--- config.mk ---
export PLATFORM = sky130hd
export DESIGN_NAME = bcd_stopwatch
export DESIGN_NICKNAME = d
export VERILOG_FILES = /design/src/rtl/bcd_stopwatch_pkg.sv /design/src/rtl/bcd_stopwatch_digit.sv /design/src/rtl/bcd_stopwatch.sv
export SDC_FILE = /design/constraint.sdc
export NUM_CORES = 1
export LEC_CHECK = 0
export ABC_AREA = 1
export BUFFER_PORTS_ARGS = -buffer_cell sky130_fd_sc_hd__buf_2
export CAP_MARGIN = 20
export CORE_AREA = 3 3 75 77
export DETAILED_ROUTE_END_ITERATION = 8
export DIE_AREA = 0 0 78 80
export PLACE_DENSITY = 0.73
export SLEW_MARGIN = 20
export SYNTH_ARGS = -nofsm -noshare
export SYNTH_HDL_FRONTEND = slang
export SYNTH_SLANG_ARGS = --single-unit
--- constraint.sdc ---
create_clock -name clk -period 2.2 [get_ports clk]
set_clock_uncertainty 0.15 [all_clocks]
set_input_delay 0.22 -clock clk [delete_from_list [all_inputs] [get_ports clk]]
set_output_delay 0.22 -clock clk [all_outputs]
set_load 0.05 [all_outputs]
--- src/rtl/bcd_stopwatch_pkg.sv ---
// Shared constants for the BCD stopwatch and the downstream hex decoders.
// Also holds the single-digit BCD increment helper used by the digit counters.
package bcd_stopwatch_pkg;

  localparam logic [3:0] CODE_E     = 4'd10;
  localparam logic [3:0] BCD_MAX    = 4'd9;
  localparam int         NUM_DIGITS = 4;

  function automatic logic [3:0] bcd_inc(input logic [3:0] q);
    logic [3:0] nxt;
    if (q >= BCD_MAX) begin
      nxt = 4'd0;
    end else begin
      nxt = q + 4'd1;
    end
    return nxt;
  endfunction

endpackage

--- src/rtl/bcd_stopwatch_digit.sv ---
// One BCD decade counter. carry is combinational so a whole chain of
// digits advances on the same clock edge.
module bcd_digit_cnt
  import bcd_stopwatch_pkg::*;
(
  input  logic       clk,
  input  logic       rst,
  input  logic       clr,
  input  logic       inc,
  output logic [3:0] q,
  output logic       carry
);

  logic [3:0] q_r;

  // Decade state; an illegal code (11-15) self-recovers to zero.
  always_ff @(posedge clk or posedge rst) begin
    if (rst) begin
      q_r <= 4'd0;
    end else if (clr) begin
      q_r <= 4'd0;
    end else if (q_r > BCD_MAX) begin
      q_r <= 4'd0;
    end else if (inc) begin
      q_r <= bcd_inc(q_r);
    end else begin
      q_r <= q_r;
    end
  end

  assign q     = q_r;
  assign carry = inc & (q_r == BCD_MAX);

endmodule

--- src/rtl/bcd_stopwatch.sv ---
// Four-digit SS.hh stopwatch: button synchroniser, tick prescaler,
// run/overflow control and a chain of BCD decade counters.
module bcd_stopwatch
  import bcd_stopwatch_pkg::*;
#(
  parameter int CLK_FREQ_HZ = 50_000_000,
  parameter int TICK_HZ     = 100
)
(
  input  logic       clk,
  input  logic       rst,
  input  logic       start_stop,
  input  logic       clear,
  output logic [3:0] dig0,
  output logic [3:0] dig1,
  output logic [3:0] dig2,
  output logic [3:0] dig3,
  output logic       running,
  output logic       overflow
);

  localparam int             DIV      = CLK_FREQ_HZ / TICK_HZ;
  localparam int             CW       = $clog2(DIV);
  localparam logic [CW-1:0]  CNT_LAST = CW'(DIV - 1);

  logic                sync1_r;
  logic                sync2_r;
  logic                prev_r;
  logic                rise_s;
  logic [CW-1:0]       cnt_r;
  logic                tick_s;
  logic                running_r;
  logic                overflow_r;
  logic [NUM_DIGITS:0] inc_s;
  logic [3:0]          q_s [NUM_DIGITS];

  // Two-flop synchroniser plus previous-level register for rise detection.
  always_ff @(posedge clk or posedge rst) begin
    if (rst) begin
      sync1_r <= 1'b0;
      sync2_r <= 1'b0;
      prev_r  <= 1'b0;
    end else begin
      sync1_r <= start_stop;
      sync2_r <= sync1_r;
      prev_r  <= sync2_r;
    end
  end

  assign rise_s = sync2_r & ~prev_r;
  assign tick_s = running_r & (cnt_r == CNT_LAST);

  // Prescaler freezes while stopped so a restart resumes the partial period.
  always_ff @(posedge clk or posedge rst) begin
    if (rst) begin
      cnt_r <= '0;
    end else if (clear || overflow_r) begin
      cnt_r <= '0;
    end else if (running_r) begin
      cnt_r <= (cnt_r == CNT_LAST) ? '0 : cnt_r + {{(CW-1){1'b0}}, 1'b1};
    end else begin
      cnt_r <= cnt_r;
    end
  end

  assign inc_s[0] = tick_s;

  for (genvar i = 0; i < NUM_DIGITS; i++) begin : g_dig
    bcd_digit_cnt u_dig (
      .clk   (clk),
      .rst   (rst),
      .clr   (clear),
      .inc   (inc_s[i]),
      .q     (q_s[i]),
      .carry (inc_s[i+1])
    );
  end

  // Run/overflow control: clear beats the overflowing tick, which beats a toggle.
  always_ff @(posedge clk or posedge rst) begin
    if (rst) begin
      running_r  <= 1'b0;
      overflow_r <= 1'b0;
    end else if (clear) begin
      running_r  <= 1'b0;
      overflow_r <= 1'b0;
    end else if (inc_s[NUM_DIGITS]) begin
      running_r  <= 1'b0;
      overflow_r <= 1'b1;
    end else if (rise_s && !overflow_r) begin
      running_r  <= ~running_r;
      overflow_r <= overflow_r;
    end else begin
      running_r  <= running_r;
      overflow_r <= overflow_r;
    end
  end

  // Outputs depend only on flops; after overflow every digit shows "E".
  assign dig0     = overflow_r ? CODE_E : q_s[0];
  assign dig1     = overflow_r ? CODE_E : q_s[1];
  assign dig2     = overflow_r ? CODE_E : q_s[2];
  assign dig3     = overflow_r ? CODE_E : q_s[3];
  assign running  = running_r;
  assign overflow = overflow_r;

endmodule

# Word level (Yosys, flattened, before mapping)
# Index checks and enable logic that the tools add are counted.
classes:
  addsub: 5
  magnitude_cmp: 8
  n_eq_ne: 5
  mux: 28
  n_bitwise: 8
  n_reduce_logical: 10
op_table:
  columns: ["operator", "count"]
  rows:
  - ["$mux 4", 20]
  - ["$mux 19", 3]
  - ["$add 19x1->19 const B", 1]
  - ["$eq 19x19->1 const B", 1]
  - ["$add 4x1->4 const B", 4]
  - ["$eq 4x4->1 const B", 4]
  - ["$ge 4x4->1 const B", 4]
  - ["$gt 4x4->1 const B", 4]
  - ["$reduce_bool 3->1", 5]
  - ["$and 1x1->1", 6]
  - ["$mux 1", 5]
  - ["$reduce_bool 2->1", 2]
  - ["$not 1->1", 2]
  - ["$logic_and 1x1->1", 1]
  - ["$logic_not 1->1", 1]
  - ["$logic_or 1x1->1", 1]
word_totals:
  ff_bits: 40
  in_bits: 4
  output_inout_bits: 18
  word_cells: 74

# Depth between registers and ports, before layout
# Gate-level depths: netlist of run 1.
depth:
  word_depth: 8
  depth_mapped: 10
  mapped_depth_nobuf: 10

# By module
# Synthesis of run 1 repeated with hierarchy kept, for this count alone.
hier_totals:
  cells_unflattened: 377
  area_unflattened_um2: 2727.6
modules_own_cells:
  columns: ["mod", "n_inst", "cells_per_inst", "area_each_um2", "seq_area_each_um2"]
  rows:
  - ["bcd_stopwatch", 1, 217, 1541.5, 600.6]
  - ["bcd_digit_cnt", 4, 40, 296.5, 100.1]

# Worst setup path after synthesis of run 1
# Ideal clock, no wire load.
synth_path:
  path_type: "register to output"
  start: "register overflow_r, in the netlist overflow"
  end: "output port dig0[1]"
  t_arrival_ns: 1.488
  required_time_ns: 1.830
  path_slack_ns: 0.342
  path_stages_with_launch: 4
  n_path_buf: 1
  cell_sequence: "dfrtp_1 -> buf_2 -> clkinv_1 -> nand2_1"
synth_between:
  elab_chain_cells: 1
synth_rtl:
  columns: ["item", "line", "text"]
  rows:
  - ["start, declared", "bcd_stopwatch.sv:33", "logic overflow_r;"]
  - ["start signal, assigned", "bcd_stopwatch.sv:92", "overflow_r <= overflow_r;"]
  - ["start signal, assigned", "bcd_stopwatch.sv:95", "overflow_r <= overflow_r;"]
  - ["$mux 4", "bcd_stopwatch.sv:100", "assign dig0 = overflow_r ? CODE_E : q_s[0];"]
  - ["end, declared", "bcd_stopwatch.sv:14", "output logic [3:0] dig0,"]
# Every way passes these cells.

# Final worst setup path of run 1
layout_path:
  start: "register overflow_r, in the netlist overflow"
  end: "output port dig1[1]"
layout_between:
  elab_chain_cells: 1
layout_rtl:
  columns: ["item", "line", "text"]
  rows:
  - ["$mux 4", "bcd_stopwatch.sv:101", "assign dig1 = overflow_r ? CODE_E : q_s[1];"]
  - ["end, declared", "bcd_stopwatch.sv:15", "output logic [3:0] dig1,"]
# Every way passes these cells.

==> impl_results.md, run 1 <==
- Register area share after synthesis: 0.403
- Synth area leader: dfrtp_1
- Max_cap viols: 0
- PortBufs: 21
- Yosys synthesis warning count: 0
- WHS: about 48 ps
- Antenna viol nets, final: 0
- Max IR drop VDD: between 0.3 and 0.4 mV
- Crit. End Element: primary output
- Clock latency at the later pin of the worst-skew pair: about 300 ps
- Post-Syn Area per Cell: 7.79 sq um
- Syn_nets: 336
- Minimum clock period: ~1900 ps
- Vias: 2157
- Startpoint types: flip-flop
- Setup Crit Path Kind: reg -> out
- Pin count of the biggest net entering global routing: between 40 and 50
- Tot Pwr: around 1.8 mW
- GR Util All Layers: 0.181
- First-pass GRT wire length: slightly above 9000 microns
- Num ports: 22
- Root Buffer: clkbuf_8
- CTS H-tree depth: 2
- DRC: 0
- Largest family of logic cells by synthesized area: simple AND/OR/NAND/NOR gates
- Row cnt: 26
- Initial DRT Pass Iterations: 4
- Fin. Hold Viols: 0
- RSZ-0062 raised after global routing: false
- CP arrival: between 1500 and 2000 ps
- Final Setup Violations: 0
- Initial antenna violation count: 0
- Initial core utilization: 0.490
- Core footprint: roughly 5100 sq um
- Status: finished clean
- Crit path buf inv count: 2
- Placed cell areas: roughly 2700 sq um
- Layout Nets: around 370
- Max frequency: around 520 MHz
- Die W: about 78 microns
- Slew HR: 0.669
- Post-synthesis compound-gate area fraction: 0.0916
- Worst path slowest cell: dfrtp_1
- Worst-path clk slew: 70 ps
- Synth top area share: 0.403
- TritonCTS clock tree: yes
- Synthesized cell area: 2490 sq um
- Synth Area in XOR/XNOR: 0.0317
- Via-to-Cell Ratio: ~5.1
- Critical-path cell list: clkinv_1, nand2_1, buf_2
- Async set-reset flop share out of synthesis: 1.00
- Final Max Tran Viols: 0
- Setup TNS: 0 ps
- Post-synthesis mux area share: 0
- Clk buf depth: 2
- Num Clock Sinks: 40
- CTS resizes: 0
- Routed WL: 5090 microns
- Top FF cell, synth: dfrtp_1
- Synth cell types: 35
- Total CTS buffers: 5
- Synth Register Bits: 40
- CTS Hold Bufs: 2
- Worst Path Max Fanout: 10
- CP Data Required Time: between 1500 and 2000 ps
- Post-synthesis simple-gate area fraction: 0.331
- Detailed Route Iter0 Violations: a little under 90
- Leakage: approximately 1.5 nW
- Gate count after technology mapping: 319
- Worst slew pin tran: just under 500 ps
- Final instance area: 2830 sq um
- Die area: between 6000 and 7000 sq um
- Multi-input gate area: between 1000 and 1500 sq um
- Placer Congestion: between 0.8 and 0.9
- Family with the most delay on the worst path: buffers and inverters
- Antenna cells: 0
- WL/cell: 12.1 microns
- Layout cells sized above 1: 0.149
- Post-CTS Setup Inserts: 0
- Fin crit share: 0.867
- FF+latch area: between 1000 and 1500 sq um
- Dpl hpwl: about 3800 microns
- Die Y: 80 microns
- Crit-path max cell delay: 440 ps
- Worst min path class: in -> reg
- Vias in the first global route: 2126
- Post-Synth Adder-Cell Area: 0.0654
- EDFF count, synth: 0
- PwrDens: 630 nW/um^2
- Top post-synthesis cells by area: dfrtp_1 40%, nand2_1 8.8%, nor2_1 6.6%
- Overflow after GRT: 0
- Fill count: 500
- Syn-to-layout area delta: 13.7%
## flip-flops by register name (all words and copies together) (netlist names)
| name | count |
|---|---|
| cnt_r | 19 |
| g_dig.u_dig.q | 16 |
| overflow | 1 |
| prev_r | 1 |
| running | 1 |
| sync1_r | 1 |
| sync2_r | 1 |
## cells in the mapped netlist (all sizes together), types with 2 or more instances
cell type / instances
nand2: 63
nor2: 48
inv: 44
dfrtp: 40
nand3: 33
o21ai: 20
a21oi: 14
nor3: 14
ha: 13
xor2: 7
buf: 3
nand4: 3
a31oi: 2
clkinv: 2
nand3b: 2
nor3b: 2
nor4: 2
xnor2: 2
## layout by cell type, fill, tap and decap left out, types with 3 or more instances in the layout
| master | n |
|---|---|
| a21oi_1 | 14 |
| o21ai_0 | 16 |
| nor2_1 | 44 |
| o21ai_2 | 3 |
| dfrtp_1 | 40 |
| nor2_2 | 3 |
| buf_2 | 21 |
| xor2_1 | 7 |
| buf_4 | 3 |
| ha_1 | 13 |
| nand3_1 | 30 |
| clkbuf_8 | 7 |
| nor3_1 | 14 |
| nand2_1 | 58 |
| inv_1 | 43 |
## cells by family after synthesis
group	count (synthesis)
AOI/OAI and AO/OA	39
adders and majority gates	13
DFF	40
buffers and inverters	49
xor gates and xnor gates	9
and+or+nand+nor	169
## through the flow
step / worst slack, ps / utilization / cells
after floorplan: 342 / - / 319
after global placement: 359 / 0.528 / 410
after detailed placement: 338 / 0.528 / 410
after CTS: 292 / 0.557 / 420
after global routing: 95.4 / 0.557 / 420
final: 292 / 0.557 / 420
## power breakdown
part           internal (mW)  switching [mW]
clock                  0.400           0.252
sequential             0.768          0.0370
combinational         0.0867           0.238
## cell type report
type	count	area share
clock inverter	1	0.0106
timing repair buffer	26	0.0522
multi-input combinational	230	0.457
tap	70	0.0310
inverter	46	0.0611
sequential	40	0.354
clock buffer	7	0.0341
## path summary, 6_finish.rpt
kind	from	endpoint	slack, ps	depth (start not counted)
max reg2reg	cnt_r[0]	cnt_r[12]	320	9
min reg2reg	sync1_r	sync2_r	210	0
min in group asynchronous	rst	cnt_r[3]	430	4
max	overflow	dig1[1]	290	3
max in group asynchronous	rst	cnt_r[12]	1110	4
min	clear	overflow	50	2
## layer usage
metal  global-route usage  vias up  part of all wire
met2                0.327       48              0.50
met4               0.0699        0             0.016
met1                0.210     1014              0.44
met5                    0        -                 0
li1                     -     1086                 -
met3               0.0350        9             0.040
## worst reg2reg max path: cells and delay by family, from the launching register on
kind | cells | cell delay, ps
AOI/OAI and AO/OA | 1 | 90
adders and majority gates | 1 | 200
buffers and inverters | 1 | 150
DFF | 1 | 450
and+or+nand+nor | 6 | 750
Note: power is estimated with default switching activity, not from simulation.
==> inputs of run 2 (changes only) <==
- CORE_AREA: 3 3 75 77 -> 3 3 79 81
- DIE_AREA: 0 0 78 80 -> 0 0 82 84
- PLACE_DENSITY: 0.73 -> not set
- PLACE_DENSITY_LB_ADDON: not set -> 0.05
==> impl_results.md, run 2 (synthesized netlist as in run 1, its figures left out) <==
- Status: finished clean
- Placed cell areas: 2680 sq um (about the same)
- Antenna viol nets, final: 0 (unchanged)
- Fin crit share: 0.908 (+0.0406)
- Syn-to-layout area delta: 12.5%
- Most frequent cells in the layout: 58 x nand2_1, 44 x nor2_1, 43 x inv_1
- Die area: 6890 sq um (+10%)
- Worst path slowest cell: dfrtp_1
- Initial core utilization: 0.449 (-0.0412)
- Hold path endpoint: overflow
- DRC: 0 (unchanged)
- Num Clock Sinks: 40 (unchanged)
- Vias in the first global route: 2114 (-0.56%)
- RSZ-0062 raised after global routing: false
- Final instance area: 2800 sq um (-1.1%)
- Dpl cells: 412 (+0.49%)
- Setup Crit Path Kind: reg -> out
- Leakage: 1.45 nW (-0.92%)
- Slew HR: 0.659 (-0.00991)
- CP arrival: 1630 ps (+90 ps)
- Final Max Tran Viols: 0 (unchanged)
- Worst-path clk slew: 80 ps (about the same)
- Hold path cells: 2 (unchanged)
- TritonCTS clock tree: yes
- PortBufs: 21 (unchanged)
- Minimum clock period: 2000 ps (+89.3 ps)
- Max frequency: 501 MHz (-4.5%)
- Die Y: 84 microns (+5.0%)
- CTS H-tree depth: 2 (unchanged)
- Post-Layout Cell Count: 422 (+0.48%)
- Worst slew pin tran: 512 ps (+14.9 ps)
- Critical-path cell list: buf_4, clkinv_1, nand2_1, buf_2
- Worst Path Max Fanout: 11 (+1)
- Clock latency at the later pin of the worst-skew pair: 300 ps (about the same)
- Die W: 82 microns (+5.1%)
- First-pass GRT wire length: 9340 microns (+2.9%)
- Overflow after GRT: 0 (unchanged)
- Combinational share of power: 0.196 (+0.014)
- Routed WL: 5390 microns (+5.8%)
- Worst Min Path Start: clear
- Initial antenna violation count: 0 (unchanged)
- Commonest non-fill, non-tap cell in the layout: nand2_1
- Post-CTS Setup Inserts: 0 (unchanged)
- Crit-path max cell delay: 360 ps (-80 ps)
- Layout cells sized above 1: 0.149 (unchanged)
- Initial DRT Pass Iterations: 4 (unchanged)
- Pin count of the biggest net entering global routing: 41 (unchanged)
- Vias: 2106 (-2.4%)
- WL/cell: 12.8 microns (+5.3%)
- Most flops, register: cnt_r
- Via-to-Cell Ratio: 4.99 (-2.8%)
- R2R setup slack: 270 ps (-50 ps)
- Layout Nets: 366 (unchanged)
- PwrDens: 589 nW/um^2 (-6.5%)
- Row cnt: 27 (+3.8%)
- CTS resizes: 0 (unchanged)
- Reg power frac: 0.488 (+0.036)
- Internal power: 1.10 mW (-12%)
- Reg-to-Reg Start: g_dig[0].u_dig.q[1]
- GR Util All Layers: 0.172 (-0.00822)
- Startpoint types: flip-flop
- Clk buf depth: 2 (unchanged)
- Max_cap viols: 0 (unchanged)
- Net Sw Frac: 0.330 (+0.0342)
- Max FFs per register: 19 (unchanged)
- CP Data Required Time: 1830 ps (about the same)
- Clock network power share: 0.316 (-0.050)
- Crit. End Element: primary output
- Dpl hpwl: 4030 microns (+4.9%)
- R2R cell count: 7 (-2)
- Setup TNS: 0 ps (unchanged)
- Placer Congestion: 0.796 (-0.93%)
- Num ports: 22 (unchanged)
- Worst min path class: in -> reg
- Core footprint: 5540 sq um (+9.2%)
- Fin. Hold Viols: 0 (unchanged)
- Root Buffer: clkbuf_8
- FF-to-FF End: g_dig[0].u_dig.q[3]
- Detailed Route Iter0 Violations: 100 (+14%)
- Total CTS buffers: 5 (unchanged)
- Antenna cells: 0 (unchanged)
- Final Setup Violations: 0 (unchanged)
- Fill count: 557 (+11%)
- Net Switching: 544 uW (+3.2%)
- Max IR drop VDD: 0.340 mV (-14%)
==> run 2: through the flow <==
stage / worst slack, ps / total power, mW / hold WS (ps) / util
CTS: 163 / 1.67 / 27.6 / 0.505
finish: 203 / 1.65 / 38.3 / 0.505
floorplan: 342 / 1.07 / 101 / -
global route: 75.5 / 1.74 / 28.2 / 0.505
global placement: 326 / 1.14 / 179 / 0.484
detailed placement: 293 / 1.14 / 180 / 0.484
==> run 2: cell type report <==
class	count	area, sq um	share of cell area
Clock buffer	6	82.6	0.0295
Inverter	46	173	0.0617
Tap cell	72	90.1	0.0322
Timing Repair Buffer	26	148	0.0528
Multi-Input combinational cell	230	1290	0.462
Clock inverter	2	10.0	0.00358
Sequential cell	40	1000	0.358
==> run 2: worst max-delay path: cells and delay by family, from the launching register on <==
| family | cells | cell delay (ps) |
|---|---|---|
| buf+inv | 3 | 800 |
| flops | 1 | 360 |
| simple gates | 1 | 170 |
==> run 2: worst max path at each step <==
stage                        startpoint  slack, ps                  end
floorplan                      overflow        340              dig0[1]
global placement    g_dig[0].u_dig.q[1]        330  g_dig[0].u_dig.q[3]
detailed placement  g_dig[0].u_dig.q[1]        290  g_dig[0].u_dig.q[3]
CTS                            overflow        160              dig1[3]
global route                   cnt_r[0]         80            cnt_r[10]
finish                         overflow        200              dig1[3]
==> run 2: layer usage <==
layer,routed length [microns],part of all wire,track usage,vias up
li1,-,-,-,1092
met3,136,0.025,0.0378,7
met2,2690,0.50,0.301,18
met1,2490,0.46,0.204,989
met5,0,0,0,-
met4,79,0.015,0.0574,0
==> run 2: timing repair <==
action / CTS / global route
hold buffers: 2 / 0
hold endpoints to repair: 41 / 0
setup endpoints to repair: 0 / 0
==> run 2: power by group through the flow <==
stage / sequential [mW] / clock, mW / combinational [mW]
after floorplan: 0.814 / 0 / 0.253
after global placement: 0.817 / 0 / 0.322
after global routing: 0.810 / 0.573 / 0.361
final: 0.803 / 0.521 / 0.324
after CTS: 0.803 / 0.534 / 0.329
after detailed placement: 0.817 / 0 / 0.325
